## src/rtl/count_pkg.sv

```systemverilog
// Shared definitions for the parametrised synchronous counter family:
// run-control state encoding and the preset clamp helper.
package count_pkg;

  typedef enum logic [1:0] {
    ST_IDLE = 2'd0,
    ST_RUN  = 2'd1,
    ST_DONE = 2'd2
  } state_t;

  // Limits a preset value to the inclusive upper bound; callers use up to 32-bit widths.
  function automatic logic [31:0] clamp_load(input logic [31:0] value, input logic [31:0] maxv);
    return (value > maxv) ? maxv : value;
  endfunction

endpackage

```

## src/rtl/count_syn_gen.sv

```systemverilog
// Parametrised up/down counter with wrap or saturate bounds, optional one-shot
// run control, registered terminal-count and sticky overflow status.
module count_syn_gen
  import count_pkg::*;
#(
  parameter int WIDTH   = 3,
  parameter int MAX     = 2**WIDTH-1,
  parameter bit WRAP    = 1'b1,
  parameter bit ONESHOT = 1'b0
) (
  input  logic             clk,
  input  logic             reset,
  input  logic             clear,
  input  logic             preset,
  input  logic             start,
  input  logic             up,
  input  logic [WIDTH-1:0] inp,
  output logic [WIDTH-1:0] outp,
  output logic             tc,
  output logic             ovf,
  output logic             busy
);

  localparam logic [WIDTH-1:0] MAXV = WIDTH'(MAX);

  if (MAX < 1 || longint'(MAX) > ((longint'(1) << WIDTH) - 1)) begin : g_bad_max
    $error("count_syn_gen: MAX must lie in 1..2**WIDTH-1");
  end

  state_t           state;
  state_t           stateNext;
  logic [WIDTH-1:0] countNext;
  logic [WIDTH-1:0] loadVal;
  logic             countEdge;
  logic             terminal;

  assign loadVal = WIDTH'(clamp_load(32'(inp), 32'(MAX)));
  assign busy    = (state == ST_RUN);

  // A terminal step holds at the bound unless free-running in wrap mode.
  always_comb begin
    countEdge = start && (state != ST_DONE);
    terminal  = up ? (outp == MAXV) : (outp == '0);
    countNext = outp;
    if (countEdge && !terminal) begin
      countNext = up ? outp + WIDTH'(1) : outp - WIDTH'(1);
    end else if (countEdge && !ONESHOT && WRAP) begin
      countNext = up ? '0 : MAXV;
    end
  end

  always_comb begin
    stateNext = state;
    case (state)
      ST_IDLE: begin
        if (countEdge) begin
          stateNext = (terminal && ONESHOT) ? ST_DONE : ST_RUN;
        end
      end
      ST_RUN: begin
        if (!start) begin
          stateNext = ST_IDLE;
        end else if (terminal && ONESHOT) begin
          stateNext = ST_DONE;
        end
      end
      ST_DONE: stateNext = ST_DONE;
      default: stateNext = ST_IDLE;
    endcase
  end

  always_ff @(posedge clk) begin
    if (reset) begin
      outp  <= '0;
      tc    <= 1'b0;
      ovf   <= 1'b0;
      state <= ST_IDLE;
    end else if (clear) begin
      outp  <= '0;
      tc    <= 1'b0;
      ovf   <= 1'b0;
      state <= ST_IDLE;
    end else if (preset) begin
      outp  <= loadVal;
      tc    <= 1'b0;
      state <= ST_IDLE;
    end else begin
      outp  <= countNext;
      tc    <= countEdge && terminal;
      state <= stateNext;
      if (countEdge && terminal) begin
        ovf <= 1'b1;
      end
    end
  end

endmodule
```

## config.mk

```make
export PLATFORM = sky130hd
export DESIGN_NAME = count_syn_gen
export DESIGN_NICKNAME = d
export VERILOG_FILES = /design/src/rtl/count_pkg.sv /design/src/rtl/count_syn_gen.sv
export SDC_FILE = /design/constraint.sdc
export NUM_CORES = 1
export LEC_CHECK = 0
export BUFFER_PORTS_ARGS = -buffer_cell sky130_fd_sc_hd__clkbuf_2
export CORE_MARGIN = 8
export CORE_UTILIZATION = 25
export DETAILED_ROUTE_END_ITERATION = 6
export HOLD_SLACK_MARGIN = 0.02
export PLACE_DENSITY = 0.56
export SKIP_LAST_GASP = 1
export SYNTH_ARGS = -nofsm -noshare
export SYNTH_HDL_FRONTEND = slang
export SYNTH_SLANG_ARGS = --single-unit
```

## constraint.sdc

```tcl
create_clock -name clk -period 2.1 [get_ports clk]
set_input_delay 0.105 -clock clk [delete_from_list [all_inputs] [get_ports clk]]
set_output_delay 0.105 -clock clk [all_outputs]
set_load 0.01 [all_outputs]
```

==> report_table.html, run 1 <==
<table>
<tr><th>Metric</th><th>Value</th></tr>
<tr><th colspan="2">Outcome</th></tr>
<tr><td>Result of the run</td><td>completed</td></tr>
<tr><th colspan="2">Cells and area</th></tr>
<tr><td>Nets@finish</td><td>71</td></tr>
<tr><td>Area delta synth-&gt;final</td><td>25.9%</td></tr>
<tr><td>Layout cell share with drive strength beyond 1</td><td>0.350</td></tr>
<tr><td>Antenna Diode Count</td><td>0</td></tr>
<tr><th colspan="2">Route</th></tr>
<tr><td>Number of detailed-route iterations in the first pass</td><td>4</td></tr>
<tr><td>ANT nets after route</td><td>0</td></tr>
<tr><td>Total via count after detailed routing</td><td>slightly below 400</td></tr>
<tr><td>Number of remaining DRC errors</td><td>0</td></tr>
<tr><td>Routed Wire Length</td><td>around 980 um</td></tr>
<tr><td>Detailed-route vias per instance</td><td>between 5 and 6</td></tr>
<tr><td>Violation count after the first detailed-routing iteration</td><td>4</td></tr>
<tr><td>WL per Instance</td><td>12.9 um</td></tr>
<tr><th colspan="2">Timing</th></tr>
<tr><td>Count of final max-slew check failures</td><td>0</td></tr>
<tr><td>Tightest slew margin relative to the limit</td><td>0.772</td></tr>
<tr><td>Shortest clock period the worst path allows after layout</td><td>between 1500 and 2000 ps</td></tr>
<tr><td>Slew @ Worst Pin</td><td>337 ps</td></tr>
<tr><td>Hold Violations, Final</td><td>0</td></tr>
<tr><td>Max Clock Skew</td><td>0.495 ps</td></tr>
<tr><td>Maximum achievable frequency</td><td>about 600 MHz</td></tr>
<tr><td># setup viols final</td><td>0</td></tr>
<tr><td>Setup tns final</td><td>0 ps</td></tr>
<tr><td>Unrepaired setup endpoints after global routing</td><td>false</td></tr>
<tr><td>Part of the cycle the worst path needs</td><td>0.797</td></tr>
<tr><th colspan="2">Clocking</th></tr>
<tr><td>Clock tree root buffer cell</td><td>sky130_fd_sc_hd__clkbuf_4</td></tr>
<tr><td>Maximum clock insertion buffer count</td><td>2</td></tr>
<tr><td># Post-CTS Setup Buffers</td><td>0</td></tr>
<tr><td>Clock latency on the worst-skew pair</td><td>250 ps</td></tr>
<tr><td>Clock tree from TritonCTS</td><td>yes</td></tr>
<tr><td>Clk pin slew, worst setup/hold paths</td><td>approximately 50 ps</td></tr>
<tr><td>Clock H-tree levels</td><td>1</td></tr>
<tr><td>CTS Hold Buffers Added</td><td>0</td></tr>
<tr><td>Clock Sink Count</td><td>7</td></tr>
<tr><td>Number of buffers added by the clock tree synthesis step</td><td>3</td></tr>
<tr><td>Quantity of gates resized following cts</td><td>0</td></tr>
<tr><th colspan="2">Pwr</th></tr>
<tr><td>Total net switching power</td><td>around 90 uW</td></tr>
<tr><td>Total power divided by cell area</td><td>about 640 nW/um2</td></tr>
<tr><td>Switching power share of the total</td><td>0.274</td></tr>
<tr><td>Clock network fraction of design power</td><td>0.382</td></tr>
<tr><td>Power after layout</td><td>approximately 330 uW</td></tr>
<tr><td>Proportion of power drawn by combinational gates</td><td>0.173</td></tr>
<tr><td>Portion of total power attributed to sequential cells</td><td>0.444</td></tr>
<tr><td>Cell internal power dissipation</td><td>237 uW</td></tr>
<tr><td>Static leakage</td><td>about 0.00022 uW</td></tr>
<tr><td>IR Drop Worst-Case VDD</td><td>around 360 uV</td></tr>
<tr><th colspan="2">Yosys</th></tr>
<tr><td>Ys Warns</td><td>0</td></tr>
<tr><td>Cell area after synthesis</td><td>405 um2</td></tr>
<tr><td>Number of synthesized register bits</td><td>7</td></tr>
<tr><td>Mapped Avg Cell Area</td><td>~9.4 um2</td></tr>
<tr><td>Share of synthesized cell area in full adder, half adder and majority cells</td><td>0.0494</td></tr>
<tr><td>Area contributors post-synth</td><td>sky130_fd_sc_hd__dfxtp_1 (35%), sky130_fd_sc_hd__a2111oi_4 (6.8%), sky130_fd_sc_hd__fa_1 (4.9%)</td></tr>
<tr><td>Most area-hungry cell type in the Yosys netlist</td><td>sky130_fd_sc_hd__dfxtp_1</td></tr>
<tr><td>Synth unique cells</td><td>28</td></tr>
<tr><td>Post-synthesis sequential area ratio</td><td>0.346</td></tr>
<tr><td>Area fraction in and, or, nand and nor cells after synthesis</td><td>0.256</td></tr>
<tr><td>Share of the synthesized area in the top cell type</td><td>0.346</td></tr>
<tr><td>Area share of xor/xnor cells in the synthesized design</td><td>0.0432</td></tr>
<tr><td>Combinational family with the most area after synthesis</td><td>compound AO/OA/AOI/OAI gates</td></tr>
<tr><td>Mapped Nets</td><td>53</td></tr>
<tr><td>Compound-cell area share of the yosys netlist</td><td>0.259</td></tr>
<tr><td>Mux share of post-synthesis cell area</td><td>0</td></tr>
<tr><td>Number of instances in the synthesized netlist</td><td>43</td></tr>
<tr><th colspan="2">Global route</th></tr>
<tr><td>First-pass GRT wire length</td><td>1.65 mm</td></tr>
<tr><td>All-layer global routing usage</td><td>0.0652</td></tr>
<tr><td>Pin count of the biggest net entering global routing</td><td>10</td></tr>
<tr><td>Aggregate global routing overflow</td><td>0</td></tr>
<tr><td>Via count of the first global-routing pass</td><td>around 400</td></tr>
<tr><td>Number of antenna violations at the first check in global routing</td><td>0</td></tr>
<tr><th colspan="2">Floorplan</th></tr>
<tr><td>Area enclosed by the die boundary</td><td>about 3200 um2</td></tr>
<tr><td>Area of the core</td><td>between 1500 and 2000 um2</td></tr>
<tr><td>Die boundary height</td><td>56.3 um</td></tr>
<tr><td>Core Rows</td><td>14</td></tr>
<tr><td>Top-level port count</td><td>15</td></tr>
<tr><td>Die width</td><td>approximately 56 um</td></tr>
<tr><td>Initial cell density of the core</td><td>0.269</td></tr>
<tr><th colspan="2">Setup path</th></tr>
<tr><td>Crit Path Max Fanout</td><td>7</td></tr>
<tr><td>Start-to-end type of the worst setup path</td><td>flip-flop to flip-flop</td></tr>
<tr><td>Reg2reg start</td><td>outp[0]$_SDFFE_PP0P_</td></tr>
<tr><td>Endpoint arrival time on the critical path</td><td>1840 ps</td></tr>
<tr><td>R2r setup slk</td><td>between 400 and 500 ps</td></tr>
<tr><td>Kind of end point of the critical path</td><td>flip-flop</td></tr>
<tr><td>Worst setup SP type</td><td>flip-flop</td></tr>
<tr><td>Worst endpoint required time</td><td>about 2300 ps</td></tr>
<tr><td>Capture instance of the worst register-to-register path</td><td>outp[2]$_SDFFE_PP0P_</td></tr>
<tr><td>Number of cell instances on the worst register-to-register path</td><td>5</td></tr>
<tr><th colspan="2">Job</th></tr>
<tr><td>Total of max-cap violations</td><td>0</td></tr>
<tr><th colspan="2">Place</th></tr>
<tr><td>Routability cong.</td><td>0.769</td></tr>
<tr><td>I/O Buffers</td><td>14</td></tr>
<tr><td>Total half-perimeter wirelength after legalization and detailed placement</td><td>756 um</td></tr>
<tr><th colspan="2">Min path</th></tr>
<tr><td>Endpoint of the worst hold-timing path</td><td>outp[0]$_SDFFE_PP0P_</td></tr>
<tr><td>Startpoint of the worst hold path</td><td>inp[0]</td></tr>
<tr><td>Worst Hold Depth</td><td>3</td></tr>
<tr><td>Worst min path class</td><td>input port to flip-flop</td></tr>
</table>
## worst max-delay path by stage
stage | from | to | slack, ps
final | outp[0]$_SDFFE_PP0P_ | outp[2]$_SDFFE_PP0P_ | 430
after CTS | outp[0]$_SDFFE_PP0P_ | outp[2]$_SDFFE_PP0P_ | 420
after detailed placement | outp[0]$_SDFFE_PP0P_ | outp[2]$_SDFFE_PP0P_ | 450
after global placement | outp[0]$_SDFFE_PP0P_ | outp[2]$_SDFFE_PP0P_ | 480
after global routing | outp[0]$_SDFFE_PP0P_ | outp[2]$_SDFFE_PP0P_ | 350
after floorplan | outp[0]$_SDFFE_PP0P_ | outp[2]$_SDFFE_PP0P_ | 530
## worst max-delay path, stage by stage (launching register included)
cell	delay, ps
sky130_fd_sc_hd__dfxtp_1	390
sky130_fd_sc_hd__fa_1	480
sky130_fd_sc_hd__or2_2	290
sky130_fd_sc_hd__o221ai_1	180
sky130_fd_sc_hd__nor3_1	70
sky130_fd_sc_hd__a211oi_1	170
## sequential cells by signal, indices dropped and copies added, names as in the netlist
register / flops
outp: 3
state: 2
ovf: 1
tc: 1
## cells by family (layout without fill, tap and decap cells)
group                      Yosys count  after routing
AOI/OAI and AO/OA                   12             12
xor gates and xnor gates             2              2
adders and majority gates            1              1
buffers and inverters                3             20
DFF                                  7              7
and+or+nand+nor                     18             18
## Yosys cell counts
master,count
sky130_fd_sc_hd__a2111oi_4,1
sky130_fd_sc_hd__a211oi_1,1
sky130_fd_sc_hd__a21boi_0,1
sky130_fd_sc_hd__a21o_1,1
sky130_fd_sc_hd__a21oi_1,1
sky130_fd_sc_hd__a31oi_1,1
sky130_fd_sc_hd__a32o_1,1
sky130_fd_sc_hd__and2_1,1
sky130_fd_sc_hd__buf_6,1
sky130_fd_sc_hd__dfxtp_1,7
sky130_fd_sc_hd__fa_1,1
sky130_fd_sc_hd__inv_1,2
sky130_fd_sc_hd__nand2_1,2
sky130_fd_sc_hd__nand2b_1,1
sky130_fd_sc_hd__nand3_1,1
sky130_fd_sc_hd__nand4_1,1
sky130_fd_sc_hd__nor2_1,3
sky130_fd_sc_hd__nor2b_1,1
sky130_fd_sc_hd__nor3_1,3
sky130_fd_sc_hd__nor4b_1,1
sky130_fd_sc_hd__o21ai_0,2
sky130_fd_sc_hd__o221ai_1,1
sky130_fd_sc_hd__o22ai_1,1
sky130_fd_sc_hd__o311ai_0,1
sky130_fd_sc_hd__or2_2,2
sky130_fd_sc_hd__or4_1,1
sky130_fd_sc_hd__or4_4,1
sky130_fd_sc_hd__xor2_1,2
## through the flow
step                hold slack (ps)  instance area (um2)  setup WS [ps]  utilization  std cells
global route                    132                  510            353        0.339         76
global placement                387                  484            477        0.321         72
detailed placement              386                  484            449        0.321         72
floorplan                       184                  405            533            -         43
finish                          130                  510            426        0.339         76
CTS                             123                  510            420        0.339         76
## layout make-up
type	instances	area, um2
Tap cell	16	20.0
Sequential cell	7	140
Multi-Input combinational cell	33	246
Fill cell	174	996
Timing Repair Buffer	14	70.1
Clock buffer	4	26.3
Inverter	2	7.51
## per-layer routing
layer,wire length [um],track usage,up-vias
met2,408,0.0872,16
li1,-,-,196
met1,449,0.0725,178
met5,0,0,-
met3,111,0.0517,2
met4,8,0.0309,0
## placed cells by master, fill, tap and decap left out
cell type / synthesis / routed
sky130_fd_sc_hd__nor2_1: 3 / 3
sky130_fd_sc_hd__nor2b_1: 1 / 1
sky130_fd_sc_hd__a21boi_0: 1 / 1
sky130_fd_sc_hd__or2_2: 2 / 2
sky130_fd_sc_hd__nand2_1: 2 / 2
sky130_fd_sc_hd__fa_1: 1 / 1
sky130_fd_sc_hd__nor3_1: 3 / 3
sky130_fd_sc_hd__a21o_1: 1 / 1
sky130_fd_sc_hd__a32o_1: 1 / 1
sky130_fd_sc_hd__and2_1: 1 / 1
sky130_fd_sc_hd__a31oi_1: 1 / 1
sky130_fd_sc_hd__o21ai_0: 2 / 2
sky130_fd_sc_hd__or4_4: 1 / 1
sky130_fd_sc_hd__a2111oi_4: 1 / 1
sky130_fd_sc_hd__clkbuf_1: 0 / 1
sky130_fd_sc_hd__o311ai_0: 1 / 1
sky130_fd_sc_hd__nand4_1: 1 / 1
sky130_fd_sc_hd__a21oi_1: 1 / 1
sky130_fd_sc_hd__o221ai_1: 1 / 1
sky130_fd_sc_hd__clkbuf_4: 0 / 3
sky130_fd_sc_hd__inv_1: 2 / 2
sky130_fd_sc_hd__dfxtp_1: 7 / 7
sky130_fd_sc_hd__nand3_1: 1 / 1
sky130_fd_sc_hd__o22ai_1: 1 / 1
sky130_fd_sc_hd__nor4b_1: 1 / 1
sky130_fd_sc_hd__clkbuf_2: 0 / 14
sky130_fd_sc_hd__a211oi_1: 1 / 1
sky130_fd_sc_hd__xor2_1: 2 / 2
sky130_fd_sc_hd__nand2b_1: 1 / 1
sky130_fd_sc_hd__or4_1: 1 / 1
## power groups by stage
| stage | combinational, uW | sequential [uW] | clock (uW) |
|---|---|---|---|
| 6_report | 56.6 | 145 | 125 |
| 5_1_grt | 63.6 | 146 | 139 |
| 4_1_cts | 57.5 | 145 | 132 |
| 3_5_place_dp | 56.9 | 148 | 0 |
| 3_3_place_gp | 56.2 | 148 | 0 |
| 2_1_floorplan | 36.6 | 147 | 0 |
Power figures use the tool's default switching activity.
==> run 2, diff against run 1 <==
--- a/config.mk
+++ b/config.mk
@@ -5,6 +5,7 @@
 export SDC_FILE = /design/constraint.sdc
 export NUM_CORES = 1
 export LEC_CHECK = 0
+export ABC_AREA = 1
 export BUFFER_PORTS_ARGS = -buffer_cell sky130_fd_sc_hd__clkbuf_2
 export CORE_MARGIN = 8
 export CORE_UTILIZATION = 25
==> constraint.sdc (replaced) <==
create_clock -name clk -period 1.6 [get_ports clk]
set_input_delay 0.08 -clock clk [delete_from_list [all_inputs] [get_ports clk]]
set_output_delay 0.08 -clock clk [all_outputs]
set_load 0.01 [all_outputs]
==> run 2 against run 1 <==
  * Design area increased by 6.4%
  * Total power increased by 34%
  * Clock skew increased by 0.89 ps
  * Critical endpoint unchanged
==> report_table.html, run 2 <==
<table>
<tr><th>Metric</th><th>Value</th></tr>
<tr><th colspan="2">Floorplan</th></tr>
<tr><td>Die boundary height</td><td>57.3 um (was 56.3 um)</td></tr>
<tr><td>Top-level port count</td><td>15 (unchanged)</td></tr>
<tr><td>Die width</td><td>57.3 um (was 56.3 um)</td></tr>
<tr><td>Area of the core</td><td>1670 um2 (was 1510 um2)</td></tr>
<tr><td>Initial cell density of the core</td><td>0.255 (was 0.269)</td></tr>
<tr><td>Core Rows</td><td>15 (was 14)</td></tr>
<tr><td>Area enclosed by the die boundary</td><td>3280 um2 (was 3170 um2)</td></tr>
<tr><th colspan="2">Clocking</th></tr>
<tr><td>Quantity of gates resized following cts</td><td>0 (unchanged)</td></tr>
<tr><td># Post-CTS Setup Buffers</td><td>0 (unchanged)</td></tr>
<tr><td>Clock latency on the worst-skew pair</td><td>250 ps (about the same)</td></tr>
<tr><td>Clock tree from TritonCTS</td><td>yes (unchanged)</td></tr>
<tr><td>CTS Hold Buffers Added</td><td>0 (unchanged)</td></tr>
<tr><td>Clk pin slew, worst setup/hold paths</td><td>50 ps (about the same)</td></tr>
<tr><td>Clock tree root buffer cell</td><td>sky130_fd_sc_hd__clkbuf_4 (unchanged)</td></tr>
<tr><td>Clock H-tree levels</td><td>1 (unchanged)</td></tr>
<tr><td>Maximum clock insertion buffer count</td><td>2 (unchanged)</td></tr>
<tr><td>Clock Sink Count</td><td>7 (unchanged)</td></tr>
<tr><td>Number of buffers added by the clock tree synthesis step</td><td>3 (unchanged)</td></tr>
<tr><th colspan="2">Route</th></tr>
<tr><td>Number of remaining DRC errors</td><td>0 (unchanged)</td></tr>
<tr><td>Number of detailed-route iterations in the first pass</td><td>4 (unchanged)</td></tr>
<tr><td>Detailed-route vias per instance</td><td>4.32 (was 5.16)</td></tr>
<tr><td>Routed Wire Length</td><td>997 um (was 977 um)</td></tr>
<tr><td>Total via count after detailed routing</td><td>406 (was 392)</td></tr>
<tr><td>ANT nets after route</td><td>0 (unchanged)</td></tr>
<tr><td>Violation count after the first detailed-routing iteration</td><td>3 (was 4)</td></tr>
<tr><td>WL per Instance</td><td>10.6 um (was 12.9 um)</td></tr>
<tr><th colspan="2">Global route</th></tr>
<tr><td>First-pass GRT wire length</td><td>1.75 mm (was 1.65 mm)</td></tr>
<tr><td>Number of antenna violations at the first check in global routing</td><td>0 (unchanged)</td></tr>
<tr><td>Aggregate global routing overflow</td><td>0 (unchanged)</td></tr>
<tr><td>Pin count of the biggest net entering global routing</td><td>8 (was 10)</td></tr>
<tr><td>Via count of the first global-routing pass</td><td>413 (was 399)</td></tr>
<tr><td>All-layer global routing usage</td><td>0.0668 (was 0.0652)</td></tr>
<tr><th colspan="2">Cells and area</th></tr>
<tr><td>Nets@finish</td><td>88 (was 71)</td></tr>
<tr><td>Largest registers</td><td>outp: 3 flops, state: 2 flops (unchanged)</td></tr>
<tr><td>Layout Cells excl Fill</td><td>94 (was 76)</td></tr>
<tr><td>Area delta synth-&gt;final</td><td>27.6% (was 25.9%)</td></tr>
<tr><td>Most frequent standard cell in the layout excluding fill and tap cells</td><td>sky130_fd_sc_hd__clkbuf_2 (unchanged)</td></tr>
<tr><td>Largest reg by FF count</td><td>outp (unchanged)</td></tr>
<tr><td>Antenna Diode Count</td><td>0 (unchanged)</td></tr>
<tr><td>Final standard cell utilization of the core</td><td>0.325 (was 0.339)</td></tr>
<tr><td>Layout cell share with drive strength beyond 1</td><td>0.390 (was 0.350)</td></tr>
<tr><td>Max FFs per register</td><td>3 (unchanged)</td></tr>
<tr><td>Highest-count cells in the layout ignoring fill and taps</td><td>sky130_fd_sc_hd__clkbuf_2 (14), sky130_fd_sc_hd__nand2_1 (13), sky130_fd_sc_hd__nor2_1 (9), sky130_fd_sc_hd__inv_1 (7), sky130_fd_sc_hd__dfxtp_1 (7) (was sky130_fd_sc_hd__clkbuf_2 (14), sky130_fd_sc_hd__dfxtp_1 (7), sky130_fd_sc_hd__nor2_1 (3), sky130_fd_sc_hd__nor3_1 (3), sky130_fd_sc_hd__clkbuf_4 (3))</td></tr>
<tr><td>Area of all placed cells without fillers</td><td>543 um2 (was 510 um2)</td></tr>
<tr><th colspan="2">Pwr</th></tr>
<tr><td>IR Drop Worst-Case VDD</td><td>432 uV (was 357 uV)</td></tr>
<tr><td>Static leakage</td><td>0.000268 uW (was 0.000223 uW)</td></tr>
<tr><td>Total power divided by cell area</td><td>805 nW/um2 (was 640 nW/um2)</td></tr>
<tr><th colspan="2">Timing</th></tr>
<tr><td>Hold Violations, Final</td><td>0 (unchanged)</td></tr>
<tr><td>Part of the cycle the worst path needs</td><td>0.852 (was 0.797)</td></tr>
<tr><td>Maximum achievable frequency</td><td>733 MHz (was 597 MHz)</td></tr>
<tr><td># setup viols final</td><td>0 (unchanged)</td></tr>
<tr><td>Count of final max-slew check failures</td><td>0 (unchanged)</td></tr>
<tr><td>Setup tns final</td><td>0 ps (unchanged)</td></tr>
<tr><td>Tightest slew margin relative to the limit</td><td>0.830 (was 0.772)</td></tr>
<tr><td>Unrepaired setup endpoints after global routing</td><td>false (unchanged)</td></tr>
<tr><td>Setup slack after layout</td><td>236 ps (was 426 ps)</td></tr>
<tr><td>Max Clock Skew</td><td>1.39 ps (was 0.495 ps)</td></tr>
<tr><td>Shortest clock period the worst path allows after layout</td><td>1360 ps (was 1670 ps)</td></tr>
<tr><td>Slew @ Worst Pin</td><td>254 ps (was 337 ps)</td></tr>
<tr><th colspan="2">Place</th></tr>
<tr><td>I/O Buffers</td><td>14 (unchanged)</td></tr>
<tr><td>Worst setup timing slack at the placement stage</td><td>243 ps (was 449 ps)</td></tr>
<tr><td>Routability cong.</td><td>0.770 (was 0.769)</td></tr>
<tr><td>Total half-perimeter wirelength after legalization and detailed placement</td><td>814 um (was 756 um)</td></tr>
<tr><td>Total instance count after detailed placement</td><td>90 (was 72)</td></tr>
<tr><td>Placed cell area</td><td>517 um2 (was 484 um2)</td></tr>
<tr><th colspan="2">Setup path</th></tr>
<tr><td>Reg2reg start</td><td>outp[0]$_SDFFE_PP0P_ (unchanged)</td></tr>
<tr><td>Crit Path Max Fanout</td><td>6 (was 7)</td></tr>
<tr><td>Number of cell instances on the worst register-to-register path</td><td>7 (was 5)</td></tr>
<tr><td>Capture instance of the worst register-to-register path</td><td>outp[2]$_SDFFE_PP0P_ (unchanged)</td></tr>
<tr><td>R2r setup slk</td><td>240 ps (was 430 ps)</td></tr>
<tr><td>Kind of end point of the critical path</td><td>flip-flop (unchanged)</td></tr>
<tr><td>Start-to-end type of the worst setup path</td><td>flip-flop to flip-flop (unchanged)</td></tr>
<tr><td>Worst setup SP type</td><td>flip-flop (unchanged)</td></tr>
<tr><td>Worst endpoint required time</td><td>1790 ps (was 2270 ps)</td></tr>
<tr><td>Endpoint arrival time on the critical path</td><td>1560 ps (was 1840 ps)</td></tr>
<tr><th colspan="2">Min path</th></tr>
<tr><td>Startpoint of the worst hold path</td><td>start (was inp[0])</td></tr>
<tr><td>Endpoint of the worst hold-timing path</td><td>state[0]$_SDFFE_PP0P_ (was outp[0]$_SDFFE_PP0P_)</td></tr>
<tr><td>Worst min path class</td><td>input port to flip-flop (unchanged)</td></tr>
<tr><td>Worst Hold Depth</td><td>3 (unchanged)</td></tr>
<tr><th colspan="2">Yosys</th></tr>
<tr><td>Post-synthesis sequential area ratio</td><td>0.329 (was 0.346)</td></tr>
<tr><td>Predominant post-synthesis flop cell</td><td>sky130_fd_sc_hd__dfxtp_1 (unchanged)</td></tr>
<tr><td>Count of flip-flops with a built-in enable after synthesis</td><td>0 (unchanged)</td></tr>
<tr><td>Ys Warns</td><td>0 (unchanged)</td></tr>
<tr><td>Number of instances in the synthesized netlist</td><td>59 (was 43)</td></tr>
<tr><td>Mapped Avg Cell Area</td><td>7.21 um2 (was 9.43 um2)</td></tr>
<tr><td>Area contributors post-synth</td><td>sky130_fd_sc_hd__dfxtp_1 (33%), sky130_fd_sc_hd__nand2_1 (11%), sky130_fd_sc_hd__nor2_1 (7.9%) (was sky130_fd_sc_hd__dfxtp_1 (35%), sky130_fd_sc_hd__a2111oi_4 (6.8%), sky130_fd_sc_hd__fa_1 (4.9%))</td></tr>
<tr><td>Async set or reset register ratio after synthesis</td><td>0 (unchanged)</td></tr>
<tr><td>Top cell types by occurrence after synthesis</td><td>sky130_fd_sc_hd__nand2_1 (13), sky130_fd_sc_hd__nor2_1 (9), sky130_fd_sc_hd__dfxtp_1 (7), sky130_fd_sc_hd__inv_1 (7) (was sky130_fd_sc_hd__dfxtp_1 (7), sky130_fd_sc_hd__nor2_1 (3), sky130_fd_sc_hd__nor3_1 (3))</td></tr>
<tr><td>Most area-hungry cell type in the Yosys netlist</td><td>sky130_fd_sc_hd__dfxtp_1 (unchanged)</td></tr>
<tr><td>Cell area after synthesis</td><td>425 um2 (was 405 um2)</td></tr>
<tr><td>Mapped Nets</td><td>69 (was 53)</td></tr>
<tr><td>Synth unique cells</td><td>19 (was 28)</td></tr>
<tr><td>Number of synthesized register bits</td><td>7 (unchanged)</td></tr>
<tr><td>Share of the synthesized area in the top cell type</td><td>0.329 (was 0.346)</td></tr>
<tr><td>Library cell with the highest instance count after synthesis</td><td>sky130_fd_sc_hd__nand2_1 (was sky130_fd_sc_hd__dfxtp_1)</td></tr>
<tr><th colspan="2">Outcome</th></tr>
<tr><td>Result of the run</td><td>completed (unchanged)</td></tr>
<tr><th colspan="2">Job</th></tr>
<tr><td>Total of max-cap violations</td><td>0 (unchanged)</td></tr>
</table>
[run 2: layout make-up]
type                            instances  area (um2)
Fill cell                             190        1130
Multi-Input combinational cell         42         248
Sequential cell                         7         140
Timing Repair Buffer                   14        70.1
Inverter                               10        37.5
Clock buffer                            4        26.3
Tap cell                               17        21.3
[run 2: stage by stage]
step | hold WS (ps) | power, uW
finish | 118 | 437
global route | 147 | 465
global placement | 374 | 277
CTS | 118 | 443
detailed placement | 385 | 277
floorplan | 273 | 249
[run 2: worst max-delay path, cell delays in order, from the launching register on]
cell and delay [ps]:
sky130_fd_sc_hd__dfxtp_1 360, sky130_fd_sc_hd__fa_1 410, sky130_fd_sc_hd__nand3b_1 160, sky130_fd_sc_hd__nand2_1 70, sky130_fd_sc_hd__nand3_1 70, sky130_fd_sc_hd__nand3_2 70, sky130_fd_sc_hd__nand2_1 50, sky130_fd_sc_hd__a21oi_2 100
[run 2: kinds of logic after synthesis]
group                      synth area share
and+or+nand+nor                       0.394
buffers and inverters                0.0882
AOI/OAI and AO/OA                     0.141
DFF                                   0.329
adders and majority gates            0.0471
[run 2: per-layer routing]
metal | up-vias | track usage | part of all wire
met3 | 0 | 0.0448 | 0.059
li1 | 222 | - | -
met1 | 175 | 0.0793 | 0.50
met4 | 0 | 0.0107 | 0
met5 | - | 0 | 0
met2 | 9 | 0.0982 | 0.44
[run 2: where the power goes]
group | switching (uW) | total (uW) | internal (uW)
clock network | 68.5 | 164 | 95.4
registers | 7.12 | 188 | 180
logic | 50.4 | 85.5 | 35.1
[run 2: how the worst max path moves through the flow]
stage,from,endpoint,slack [ps],cells past startpoint
floorplan,outp[0]$_SDFFE_PP0P_,outp[2]$_SDFFE_PP0P_,280,7
global placement,outp[0]$_SDFFE_PP0P_,outp[2]$_SDFFE_PP0P_,270,7
detailed placement,outp[0]$_SDFFE_PP0P_,outp[2]$_SDFFE_PP0P_,240,7
CTS,outp[0]$_SDFFE_PP0P_,outp[2]$_SDFFE_PP0P_,230,7
global route,outp[0]$_SDFFE_PP0P_,outp[2]$_SDFFE_PP0P_,120,7
finish,outp[0]$_SDFFE_PP0P_,outp[2]$_SDFFE_PP0P_,240,7
==> run 3, diff against run 2 <==
--- a/config.mk
+++ b/config.mk
@@ -5,13 +5,13 @@
 export SDC_FILE = /design/constraint.sdc
 export NUM_CORES = 1
 export LEC_CHECK = 0
-export ABC_AREA = 1
 export BUFFER_PORTS_ARGS = -buffer_cell sky130_fd_sc_hd__clkbuf_2
 export CORE_MARGIN = 8
 export CORE_UTILIZATION = 25
 export DETAILED_ROUTE_END_ITERATION = 6
+export GPL_ROUTABILITY_DRIVEN = 0
 export HOLD_SLACK_MARGIN = 0.02
-export PLACE_DENSITY = 0.56
+export PLACE_DENSITY = 0.58
 export SKIP_LAST_GASP = 1
 export SYNTH_ARGS = -nofsm -noshare
 export SYNTH_HDL_FRONTEND = slang
==> constraint.sdc (replaced) <==
create_clock -name clk -period 1.1 [get_ports clk]
set_input_delay 0.055 -clock clk [delete_from_list [all_inputs] [get_ports clk]]
set_output_delay 0.055 -clock clk [all_outputs]
set_load 0.01 [all_outputs]
==> run 3 against run 2 <==
  * The run now ends with negative setup slack left
  * Sequential power up 43%
  * Design area up 16%
  * Via count up 11%
  * Highest routed layer is now met4
  * Largest power group unchanged
==> report_table.html, run 3 (synthesized netlist as in run 1, its figures left out) <==
<table>
<tr><th>Metric</th><th>Value</th></tr>
<tr><th colspan="2">Place</th></tr>
<tr><td>I/O Buffers</td><td>14 (unchanged)</td></tr>
<tr><td>Total half-perimeter wirelength after legalization and detailed placement</td><td>976 um (was 814 um)</td></tr>
<tr><td>Total instance count after detailed placement</td><td>85 (was 90)</td></tr>
<tr><th colspan="2">Global route</th></tr>
<tr><td>Number of antenna violations at the first check in global routing</td><td>0 (unchanged)</td></tr>
<tr><td>First-pass GRT wire length</td><td>2.24 mm (was 1.75 mm)</td></tr>
<tr><td>Via count of the first global-routing pass</td><td>495 (was 413)</td></tr>
<tr><td>All-layer global routing usage</td><td>0.0849 (was 0.0668)</td></tr>
<tr><td>Pin count of the biggest net entering global routing</td><td>9 (was 8)</td></tr>
<tr><td>Aggregate global routing overflow</td><td>0 (unchanged)</td></tr>
<tr><th colspan="2">Floorplan</th></tr>
<tr><td>Die width</td><td>56.3 um (was 57.3 um)</td></tr>
<tr><td>Initial cell density of the core</td><td>0.269 (was 0.255)</td></tr>
<tr><td>Area enclosed by the die boundary</td><td>3170 um2 (was 3280 um2)</td></tr>
<tr><td>Die boundary height</td><td>56.3 um (was 57.3 um)</td></tr>
<tr><td>Top-level port count</td><td>15 (unchanged)</td></tr>
<tr><td>Area of the core</td><td>1510 um2 (was 1670 um2)</td></tr>
<tr><td>Core Rows</td><td>14 (was 15)</td></tr>
<tr><th colspan="2">Clocking</th></tr>
<tr><td>Clock H-tree levels</td><td>1 (unchanged)</td></tr>
<tr><td>Clock latency on the worst-skew pair</td><td>250 ps (about the same)</td></tr>
<tr><td>Clock tree from TritonCTS</td><td>yes (unchanged)</td></tr>
<tr><td>Clock Sink Count</td><td>7 (unchanged)</td></tr>
<tr><td>Clock tree root buffer cell</td><td>sky130_fd_sc_hd__clkbuf_4 (unchanged)</td></tr>
<tr><td>Number of buffers added by the clock tree synthesis step</td><td>3 (unchanged)</td></tr>
<tr><td>CTS Hold Buffers Added</td><td>0 (unchanged)</td></tr>
<tr><td>Maximum clock insertion buffer count</td><td>2 (unchanged)</td></tr>
<tr><td>Clk pin slew, worst setup/hold paths</td><td>60 ps (was 50 ps)</td></tr>
<tr><th colspan="2">Setup path</th></tr>
<tr><td>Reg2reg start</td><td>outp[1]$_SDFFE_PP0P_ (was outp[0]$_SDFFE_PP0P_)</td></tr>
<tr><td>Crit path max-delay family</td><td>adder cells (was simple AND/OR/NAND/NOR gates)</td></tr>
<tr><td>Cells along the critical path</td><td>fa_2 &gt; nor2_1 &gt; or4_1 &gt; o22ai_1 (was fa_1 &gt; nand3b_1 &gt; nand2_1 &gt; nand3_1 &gt; nand3_2 &gt; nand2_1 &gt; a21oi_2)</td></tr>
<tr><td>Crit Path Max Fanout</td><td>4 (was 6)</td></tr>
<tr><td>Library cell contributing the largest single delay on the critical path</td><td>sky130_fd_sc_hd__fa_2 (was sky130_fd_sc_hd__fa_1)</td></tr>
<tr><td>Start-to-end type of the worst setup path</td><td>flip-flop to flip-flop (unchanged)</td></tr>
<tr><td>Capture instance of the worst register-to-register path</td><td>outp[1]$_SDFFE_PP0P_ (was outp[2]$_SDFFE_PP0P_)</td></tr>
<tr><td>Peak per-stage delay on the critical path</td><td>540 ps (was 410 ps)</td></tr>
<tr><td>Kind of end point of the critical path</td><td>flip-flop (unchanged)</td></tr>
<tr><td>Worst endpoint required time</td><td>1280 ps (was 1790 ps)</td></tr>
<tr><td>Endpoint arrival time on the critical path</td><td>1690 ps (was 1560 ps)</td></tr>
<tr><td>Number of cell instances on the worst register-to-register path</td><td>4 (was 7)</td></tr>
<tr><td>Worst setup SP type</td><td>flip-flop (unchanged)</td></tr>
<tr><td>Number of buffers and inverters on the critical path</td><td>0 (unchanged)</td></tr>
<tr><td>R2r setup slk</td><td>-410 ps (was 240 ps)</td></tr>
<tr><th colspan="2">Cells and area</th></tr>
<tr><td>Highest-count cells in the layout ignoring fill and taps</td><td>sky130_fd_sc_hd__buf_4 (15), sky130_fd_sc_hd__clkbuf_2 (14), sky130_fd_sc_hd__dfxtp_1 (4) (was sky130_fd_sc_hd__clkbuf_2 (14), sky130_fd_sc_hd__nand2_1 (13), sky130_fd_sc_hd__nor2_1 (9), sky130_fd_sc_hd__inv_1 (7), sky130_fd_sc_hd__dfxtp_1 (7))</td></tr>
<tr><td>Filler Cell Count</td><td>154 (was 190)</td></tr>
<tr><td>Max FFs per register</td><td>3 (unchanged)</td></tr>
<tr><td>Nets@finish</td><td>86 (was 88)</td></tr>
<tr><td>Final standard cell utilization of the core</td><td>0.419 (was 0.325)</td></tr>
<tr><td>Largest registers</td><td>outp: 3 flops, state: 2 flops (unchanged)</td></tr>
<tr><td>Layout Cells excl Fill</td><td>91 (was 94)</td></tr>
<tr><td>Most frequent standard cell in the layout excluding fill and tap cells</td><td>sky130_fd_sc_hd__buf_4 (was sky130_fd_sc_hd__clkbuf_2)</td></tr>
<tr><td>Area of combinational cells with multiple inputs</td><td>249 um2 (was 248 um2)</td></tr>
<tr><td>Layout cell share with drive strength beyond 1</td><td>0.533 (was 0.390)</td></tr>
<tr><td>Antenna Diode Count</td><td>0 (unchanged)</td></tr>
<tr><td>Area delta synth-&gt;final</td><td>55.9% (was 27.6%)</td></tr>
<tr><td>Reg area</td><td>146 um2 (was 140 um2)</td></tr>
<tr><td>Largest reg by FF count</td><td>outp (unchanged)</td></tr>
<tr><th colspan="2">Timing</th></tr>
<tr><td>Part of the cycle the worst path needs</td><td>1.38 (was 0.852)</td></tr>
<tr><td>Shortest clock period the worst path allows after layout</td><td>1510 ps (was 1360 ps)</td></tr>
<tr><td>Count of final max-slew check failures</td><td>0 (unchanged)</td></tr>
<tr><td>Unrepaired setup endpoints after global routing</td><td>true (was false)</td></tr>
<tr><td>Maximum achievable frequency</td><td>661 MHz (was 733 MHz)</td></tr>
<tr><td>Setup tns final</td><td>-1330 ps (was 0 ps)</td></tr>
<tr><td>Slew @ Worst Pin</td><td>337 ps (was 254 ps)</td></tr>
<tr><td>Max Clock Skew</td><td>7.19 ps (was 1.39 ps)</td></tr>
<tr><td>Tightest slew margin relative to the limit</td><td>0.772 (was 0.830)</td></tr>
<tr><td>Hold Violations, Final</td><td>0 (unchanged)</td></tr>
<tr><td>Setup slack after layout</td><td>-414 ps (was 236 ps)</td></tr>
<tr><td># setup viols final</td><td>4 (was 0)</td></tr>
<tr><th colspan="2">Pwr</th></tr>
<tr><td>Total power divided by cell area</td><td>1040 nW/um2 (was 805 nW/um2)</td></tr>
<tr><td>Total net switching power</td><td>176 uW (was 126 uW)</td></tr>
<tr><td>Power after layout</td><td>659 uW (was 437 uW)</td></tr>
<tr><td>Portion of total power attributed to sequential cells</td><td>0.408 (was 0.429)</td></tr>
<tr><td>Switching power share of the total</td><td>0.268 (was 0.288)</td></tr>
<tr><td>Static leakage</td><td>0.000297 uW (was 0.000268 uW)</td></tr>
<tr><td>Clock network fraction of design power</td><td>0.353 (was 0.375)</td></tr>
<tr><td>Proportion of power drawn by combinational gates</td><td>0.239 (was 0.196)</td></tr>
<tr><td>IR Drop Worst-Case VDD</td><td>572 uV (was 432 uV)</td></tr>
<tr><td>Cell internal power dissipation</td><td>483 uW (was 311 uW)</td></tr>
<tr><th colspan="2">Job</th></tr>
<tr><td>Total of max-cap violations</td><td>0 (unchanged)</td></tr>
<tr><th colspan="2">Outcome</th></tr>
<tr><td>Violations in the final reports</td><td>negative setup slack</td></tr>
<tr><td>Result of the run</td><td>finished, violations left (was completed)</td></tr>
<tr><th colspan="2">Min path</th></tr>
<tr><td>Endpoint of the worst hold-timing path</td><td>outp[0]$_SDFFE_PP0P_ (was state[0]$_SDFFE_PP0P_)</td></tr>
<tr><td>Startpoint of the worst hold path</td><td>inp[0] (was start)</td></tr>
<tr><td>Worst min path class</td><td>input port to flip-flop (unchanged)</td></tr>
<tr><td>Worst Hold Depth</td><td>3 (unchanged)</td></tr>
<tr><th colspan="2">Route</th></tr>
<tr><td>Violation count after the first detailed-routing iteration</td><td>8 (was 3)</td></tr>
<tr><td>ANT nets after route</td><td>0 (unchanged)</td></tr>
<tr><td>Total via count after detailed routing</td><td>450 (was 406)</td></tr>
<tr><td>Number of remaining DRC errors</td><td>0 (unchanged)</td></tr>
<tr><td>Detailed-route vias per instance</td><td>4.95 (was 4.32)</td></tr>
<tr><td>WL per Instance</td><td>13.4 um (was 10.6 um)</td></tr>
<tr><td>Number of detailed-route iterations in the first pass</td><td>2 (was 4)</td></tr>
<tr><td>Routed Wire Length</td><td>1.22 mm (was 997 um)</td></tr>
</table>
==> run 3: layout make-up <==
cell class	instances	share of cell area
flip-flops and latches	7	0.232
clock buffers	4	0.0416
inverters	2	0.0119
well taps	16	0.0317
multi-input cells	33	0.394
repair buffers	29	0.289
==> run 3: worst max path at each step <==
| stage | slack (ps) | startpoint | cells past startpoint | endpoint |
|---|---|---|---|---|
| after detailed placement | -420 | outp[0]$_SDFFE_PP0P_ | 4 | outp[1]$_SDFFE_PP0P_ |
| final | -410 | outp[1]$_SDFFE_PP0P_ | 4 | outp[1]$_SDFFE_PP0P_ |
| after global routing | -500 | outp[1]$_SDFFE_PP0P_ | 5 | outp[2]$_SDFFE_PP0P_ |
| after global placement | -410 | outp[0]$_SDFFE_PP0P_ | 4 | outp[1]$_SDFFE_PP0P_ |
| after floorplan | -380 | outp[0]$_SDFFE_PP0P_ | 4 | outp[1]$_SDFFE_PP0P_ |
| after CTS | -420 | outp[1]$_SDFFE_PP0P_ | 4 | outp[1]$_SDFFE_PP0P_ |
==> run 3: what timing repair did <==
item | in CTS | in global routing
resized for setup | 0 | 0
setup endpoints to repair | 4 | 4
pin swaps | 1 | 0
buffers inserted | 2 | 0
==> run 3: power groups by stage <==
stage / combinational [uW] / sequential (uW) / clock, uW
after global routing: 177 / 270 / 261
final: 157 / 269 / 233
after floorplan: 71.0 / 281 / 0
after detailed placement: 150 / 275 / 0
after global placement: 148 / 275 / 0
after CTS: 158 / 269 / 247
==> run 3: routing by layer <==
| metal | track usage | part of all wire | vias up |
|---|---|---|---|
| li1 | - | - | 225 |
| met1 | 0.0897 | 0.43 | 208 |
| met2 | 0.144 | 0.48 | 15 |
| met3 | 0.0382 | 0.071 | 2 |
| met4 | 0.0309 | 0.019 | 0 |
| met5 | 0 | 0 | - |
==> run 3: metrics by stage <==
stage | instance area, um2 | setup slack (ps) | hold WS (ps)
3_3_place_gp | 591 | -408 | 358
4_1_cts | 632 | -415 | 83.9
3_5_place_dp | 591 | -416 | 353
2_1_floorplan | 414 | -383 | 134
6_report | 632 | -414 | 86.1
5_1_grt | 632 | -498 | 108
==> run 3: tightest hold or removal path, cell delays in order <==
cell                       delay [ps]
sky130_fd_sc_hd__clkbuf_2          70
sky130_fd_sc_hd__o21ai_0           70
sky130_fd_sc_hd__a21oi_1          100
